$ cat config.mk
export PLATFORM = sky130hd
export DESIGN_NAME = fetch_queue
export DESIGN_NICKNAME = d
export VERILOG_FILES = /design/src/rtl/fetch_queue_pkg.sv /design/src/rtl/fetch_fifo.sv /design/src/rtl/fetch_queue.sv
export SDC_FILE = /design/constraint.sdc
export NUM_CORES = 1
export LEC_CHECK = 0
export ABC_AREA = 0
export CAP_MARGIN = 20
export CORE_MARGIN = 1.5
export CORE_UTILIZATION = 48
export DETAILED_ROUTE_END_ITERATION = 8
export GPL_TIMING_DRIVEN = 0
export HOLD_SLACK_MARGIN = 0.08
export PLACE_DENSITY = 0.76
export SLEW_MARGIN = 10
export SYNTH_ARGS = -nofsm -noshare
export SYNTH_HDL_FRONTEND = slang
export SYNTH_SLANG_ARGS = --single-unit
export TNS_END_PERCENT = 100
$ cat constraint.sdc
create_clock -name clk_in -period 2.7 [get_ports clk_in]
set_input_delay 0.27 -clock clk_in [delete_from_list [all_inputs] [get_ports clk_in]]
set_output_delay 0.27 -clock clk_in [all_outputs]
set_load 0.01 [all_outputs]
$ cat src/rtl/fetch_queue_pkg.sv
// Shared defaults for the prefetching instruction fetcher.
package fetch_queue_pkg;

    localparam int unsigned FQ_ADDR_WIDTH = 32;
    localparam int unsigned FQ_INST_WIDTH = 32;
    localparam int unsigned FQ_DEPTH      = 4;
    localparam int unsigned INST_BYTES    = 4;

endpackage

$ cat src/rtl/fetch_fifo.sv
// Circular buffer of fetched {instruction, address} entries with push, pop, clear and count.
module fetch_fifo #(
    parameter  int unsigned DEPTH = 4,
    parameter  int unsigned WIDTH = 64,
    localparam int unsigned CW    = $clog2(DEPTH + 1)
) (
    input  logic             clk,
    input  logic             rst_n,
    input  logic             push,
    input  logic [WIDTH-1:0] push_data,
    input  logic             pop,
    input  logic             clear,
    output logic [WIDTH-1:0] head,
    output logic [CW-1:0]    count
);

    localparam int unsigned PW = $clog2(DEPTH);

    logic [WIDTH-1:0] mem [DEPTH];
    logic [PW-1:0]    rd_ptr;
    logic [PW-1:0]    wr_ptr;

    // Pointers wrap naturally since DEPTH is a power of two.
    always_ff @(posedge clk or negedge rst_n) begin
        if (!rst_n) begin
            rd_ptr <= '0;
            wr_ptr <= '0;
            count  <= '0;
        end else if (clear) begin
            rd_ptr <= '0;
            wr_ptr <= '0;
            count  <= '0;
        end else begin
            if (push) begin
                wr_ptr <= wr_ptr + PW'(1);
            end
            if (pop) begin
                rd_ptr <= rd_ptr + PW'(1);
            end
            case ({push, pop})
                2'b10:   count <= count + CW'(1);
                2'b01:   count <= count - CW'(1);
                default: count <= count;
            endcase
        end
    end

    always_ff @(posedge clk) begin
        if (push && !clear) begin
            mem[wr_ptr] <= push_data;
        end
    end

    assign head = mem[rd_ptr];

endmodule

$ cat src/rtl/fetch_queue.sv
// Prefetching fetcher: one outstanding InstCache request, DEPTH-entry queue toward the Decoder.
module fetch_queue
    import fetch_queue_pkg::*;
#(
    parameter  int unsigned           ADDR_WIDTH = FQ_ADDR_WIDTH,
    parameter  int unsigned           INST_WIDTH = FQ_INST_WIDTH,
    parameter  int unsigned           DEPTH      = FQ_DEPTH,
    parameter  logic [ADDR_WIDTH-1:0] RESET_PC   = '0,
    localparam int unsigned           CW         = $clog2(DEPTH + 1)
) (
    input  logic                  clk_in,
    input  logic                  rst_in,
    input  logic                  rdy_in,
    input  logic                  dec_ready,
    output logic                  inst_valid_out,
    output logic [INST_WIDTH-1:0] inst_out,
    output logic [ADDR_WIDTH-1:0] inst_addr_out,
    input  logic                  dec_redirect,
    input  logic [ADDR_WIDTH-1:0] dec_redirect_pc,
    output logic                  inst_req,
    output logic [ADDR_WIDTH-1:0] inst_addr,
    input  logic                  inst_handle,
    input  logic                  inst_ready_in,
    input  logic [INST_WIDTH-1:0] inst_in,
    input  logic                  rob_clear,
    input  logic [ADDR_WIDTH-1:0] rob_rst_addr,
    output logic [CW-1:0]         count_out
);

    localparam int unsigned EW = INST_WIDTH + ADDR_WIDTH;
    localparam int unsigned FW = CW + 1;

    logic [ADDR_WIDTH-1:0] fpc;
    logic [ADDR_WIDTH-1:0] resp_addr;
    logic                  pending;
    logic                  discard;

    logic                  flush;
    logic [ADDR_WIDTH-1:0] flush_pc;
    logic [FW-1:0]         inflight;
    logic                  accept;
    logic                  resp;
    logic                  push;
    logic                  pop;
    logic [EW-1:0]         head;

    // Request only when a queue slot is reserved for the response.
    always_comb begin
        flush          = 1'b0;
        flush_pc       = '0;
        inflight       = '0;
        inst_req       = 1'b0;
        inst_addr      = '0;
        accept         = 1'b0;
        resp           = 1'b0;
        push           = 1'b0;
        inst_valid_out = 1'b0;
        pop            = 1'b0;

        flush          = rdy_in & (rob_clear | dec_redirect);
        flush_pc       = rob_clear ? rob_rst_addr : dec_redirect_pc;
        inflight       = {1'b0, count_out} + FW'(pending);
        inst_req       = rst_in & rdy_in & ~pending & ~rob_clear & ~dec_redirect
                       & (inflight < FW'(DEPTH));
        inst_addr      = {fpc[ADDR_WIDTH-1:2], 2'b00};
        accept         = inst_req & inst_handle;
        resp           = rdy_in & pending & inst_ready_in;
        push           = resp & ~discard & ~flush;
        inst_valid_out = (count_out != '0) & ~rob_clear;
        pop            = rdy_in & inst_valid_out & dec_ready & ~flush;
    end

    // A flush with the response still outstanding marks it for dropping.
    always_ff @(posedge clk_in or negedge rst_in) begin
        if (!rst_in) begin
            fpc       <= RESET_PC;
            resp_addr <= '0;
            pending   <= 1'b0;
            discard   <= 1'b0;
        end else if (rdy_in) begin
            if (flush) begin
                fpc <= flush_pc;
            end else if (accept) begin
                fpc       <= fpc + ADDR_WIDTH'(INST_BYTES);
                resp_addr <= inst_addr;
            end
            if (resp) begin
                pending <= 1'b0;
            end else if (accept) begin
                pending <= 1'b1;
            end
            if (resp) begin
                discard <= 1'b0;
            end else if (flush && pending) begin
                discard <= 1'b1;
            end
        end
    end

    fetch_fifo #(
        .DEPTH (DEPTH),
        .WIDTH (EW)
    ) u_fifo (
        .clk       (clk_in),
        .rst_n     (rst_in),
        .push      (push),
        .push_data ({inst_in, resp_addr}),
        .pop       (pop),
        .clear     (flush),
        .head      (head),
        .count     (count_out)
    );

    assign inst_out      = head[EW-1:ADDR_WIDTH];
    assign inst_addr_out = head[ADDR_WIDTH-1:0];

endmodule

==> results.cfg <==
[die]
io_pins = 205
fp.dieArea_um2 = 27500
core-area_um2 = 26000
start_util_pct = 48.9
fp.dieH_um = 166
rows = 59
die_w_um = 166

[worst_setup_path]
crit_slowest_cell = mux4_2
r2r-start = u_fifo.count[2]$_DFFE_PN0P_
setup.worst_path.end = inst_out[9]
crit_path_end_kind = output pin
path_cells = buf_4, mux4_2, clkdlybuf4s50_1
ff2ff_setup_slack_ps = 190
r2r_end = u_fifo.count[2]$_DFFE_PN0P_
cp_slowest_stage_delay_ps = 540
r2r_cells = 9
required_ps = 2430
cp.arrival_ps = 2390
crit_path_max_fanout = 10
startpoint = u_fifo.rd_ptr[0]$_DFFE_PN0P_
critPathLaunchType = flop
setup.worst_path.class = flop to output pin

[clocking]
clock-sinks = 317
cts_root_buf = clkbuf_16
cts_tree = yes
clk_pin_slew_ps = 60
insertion_delay_ps = 550
cts_buffers = 31
h-tree-depth = 1
cts_buffer_depth = 3

[synth]
synthCells = 740
ys_ff_latch = 317
synth_edf_count = 248
synth_top_cell_by_area = edfxtp_1
ys_types = 57
netlist_area_um2 = 12700
synth_top_area_share_pct = 58.6
synthFlopType = edfxtp_1
async_reset_ff_share_pct = 21.8
ys_top_cells_by_area = edfxtp_1 (59%), dfrtp_1 (14%), mux4_2 (11%)
ys_top_cells_by_count = edfxtp_1 (248), nand2_1 (104), dfrtp_1 (69)
ys_warn_count = 0
avgSynthCellArea_um2 = 17.2
ys_seq_area_share_pct = 72.2
synth_most_common_cell = edfxtp_1

[finish]
final_nets = 1087
syn2layout_area_growth_pct = 29.7
drive_gt1_share_pct = 17.1
diodes = 0
fill_cells = 1883

[power_and_ir_drop]
total_power_mw = 11.4
powerDensity_nw_per_um2 = 690
p_leak_nw = 5.74
ir_worst_vdd_uv = 683

[sta]
fin_crit_ps = 2660
min_period_over_period_pct = 98.6
tns_ps = 0
slew_violations = 0
fin_skew_ps = 7.65
hold_viol = 0
tightest_slew_ps = 596
max_freq_ghz = 0.376
rsz0062_at_grt = true
setup_viol = 0
slew_headroom_pct = 60.3
hold-worst-slack_ps = 150

[run_status]
status = completed

[route]
firstDrtPassIters = 5
drt-total-wl_mm = 28.7
drc = 0
viasPerCell = 5.61
vias = 7489
wire_per_inst_um = 21.5
drtIter0Drc = 668
drt.antenna.violating_nets = 0

[global_routing]
grt.overflow.total = 0
grt_max_degree = 53
grtUsageTotal_pct = 21.1
grt_pass1_vias = 7691
antenna_found_initial = 0
grt_first_pass_wirelength_mm = 44.7

[place]
hpwl_mm = 19.3
gp_congestion = 0.856
io_buffers = 194

[flow_run]
max_cap_viol_count = 0

[worst_hold_path]
hold_path_class = input port to asynchronous set/reset pin
[worst max-delay path, delay by kind of cell, from the launching register on]
family,cells,cell delay (ps)
flops,1,520
buf+inv,2,770
mux,1,540
[kinds of logic after synthesis]
kind of cell,Yosys count,synth area share [%]
buf+inv,52,1.87
compound gates,80,4.45
mux,81,12.5
other cells,1,0.0295
flops,317,72.2
xor+xnor,13,0.896
simple gates,190,7.39
fa+ha+maj,6,0.650
[power breakdown]
group / total, mW / internal [mW] / switching, mW
Clock: 4.69 / 2.88 / 1.81
Combinational: 0.842 / 0.444 / 0.398
Sequential: 5.85 / 5.58 / 0.269
[through the flow]
stage,setup WS (ps),util [%],instances,instance area (µm²)
after floorplan,405,-,743,12700
after global placement,-2850,58.1,1272,15100
after detailed placement,-580,58.6,1277,15200
after CTS,-4.40,63.4,1336,16500
after global routing,-52.7,63.4,1336,16500
final,37.5,63.4,1336,16500
[routing by layer]
layer  global-route usage (%)  share of wire (%)  up-vias
li1                         -                  -     3373
met1                     29.0                 42     3761
met2                     33.8                 48      312
met3                     4.68                7.4       43
met4                     6.78                2.5        0
met5                        0                  0        -
[flip-flops by register name, summed over array words and instances, names as in the netlist]
name	cells
pending	1
fpc	30
u_fifo.mem	248
discard	1
u_fifo.wr_ptr	2
u_fifo.rd_ptr	2
resp_addr	30
u_fifo.count	3
[layout by cell type, fill, tap and decap left out, drive strengths merged, types with 10 or more instances in the layout]
master and count:
a211oi 27, a21oi 18, and3 10, buf 26, clkbuf 62, clkdlybuf4s50 194, dfrtp 69, edfxtp 248
mux2i 16, mux4 62, nand2 104, nor2 19, nor2b 14, nor3 13
[what timing repair did]
item | 4_1_cts | 5_1_grt
setup endpoints to repair | 62 | 29
gates resized for setup | 42 | 7
cloned | 0 | 0
setup buffers | 2 | 0
hold buffers | 2 | 0
endpoints found under the hold margin | 69 | 0
[worst min-delay path by stage]
stage | startpoint | end | slack, ps | depth (start not counted)
after floorplan | rst_in | discard$_DFFE_PN0P_ | -30 | 0
after global placement | resp_addr[14]$_DFFE_PN0P_ | u_fifo.mem[3][12]$_DFFE_PP_ | 490 | 0
after detailed placement | rst_in | u_fifo.count[0]$_DFFE_PN0P_ | 170 | 1
after CTS | rdy_in | discard$_DFFE_PN0P_ | 100 | 2
after global routing | rst_in | resp_addr[18]$_DFFE_PN0P_ | 160 | 2
final | rst_in | resp_addr[21]$_DFFE_PN0P_ | 150 | 2
[cell type report]
type                       count  area [µm²]  area share, %
inverter                       6        22.5          0.137
tap                          335         419           2.54
sequential                   317        9180           55.7
clock inverter                20         275           1.67
timing repair buffer         203        2130           12.9
buffer                        44         255           1.55
multi-input combinational    374        3330           20.2
clock buffer                  37         871           5.28
Note: power is estimated with default switching activity, not from simulation.
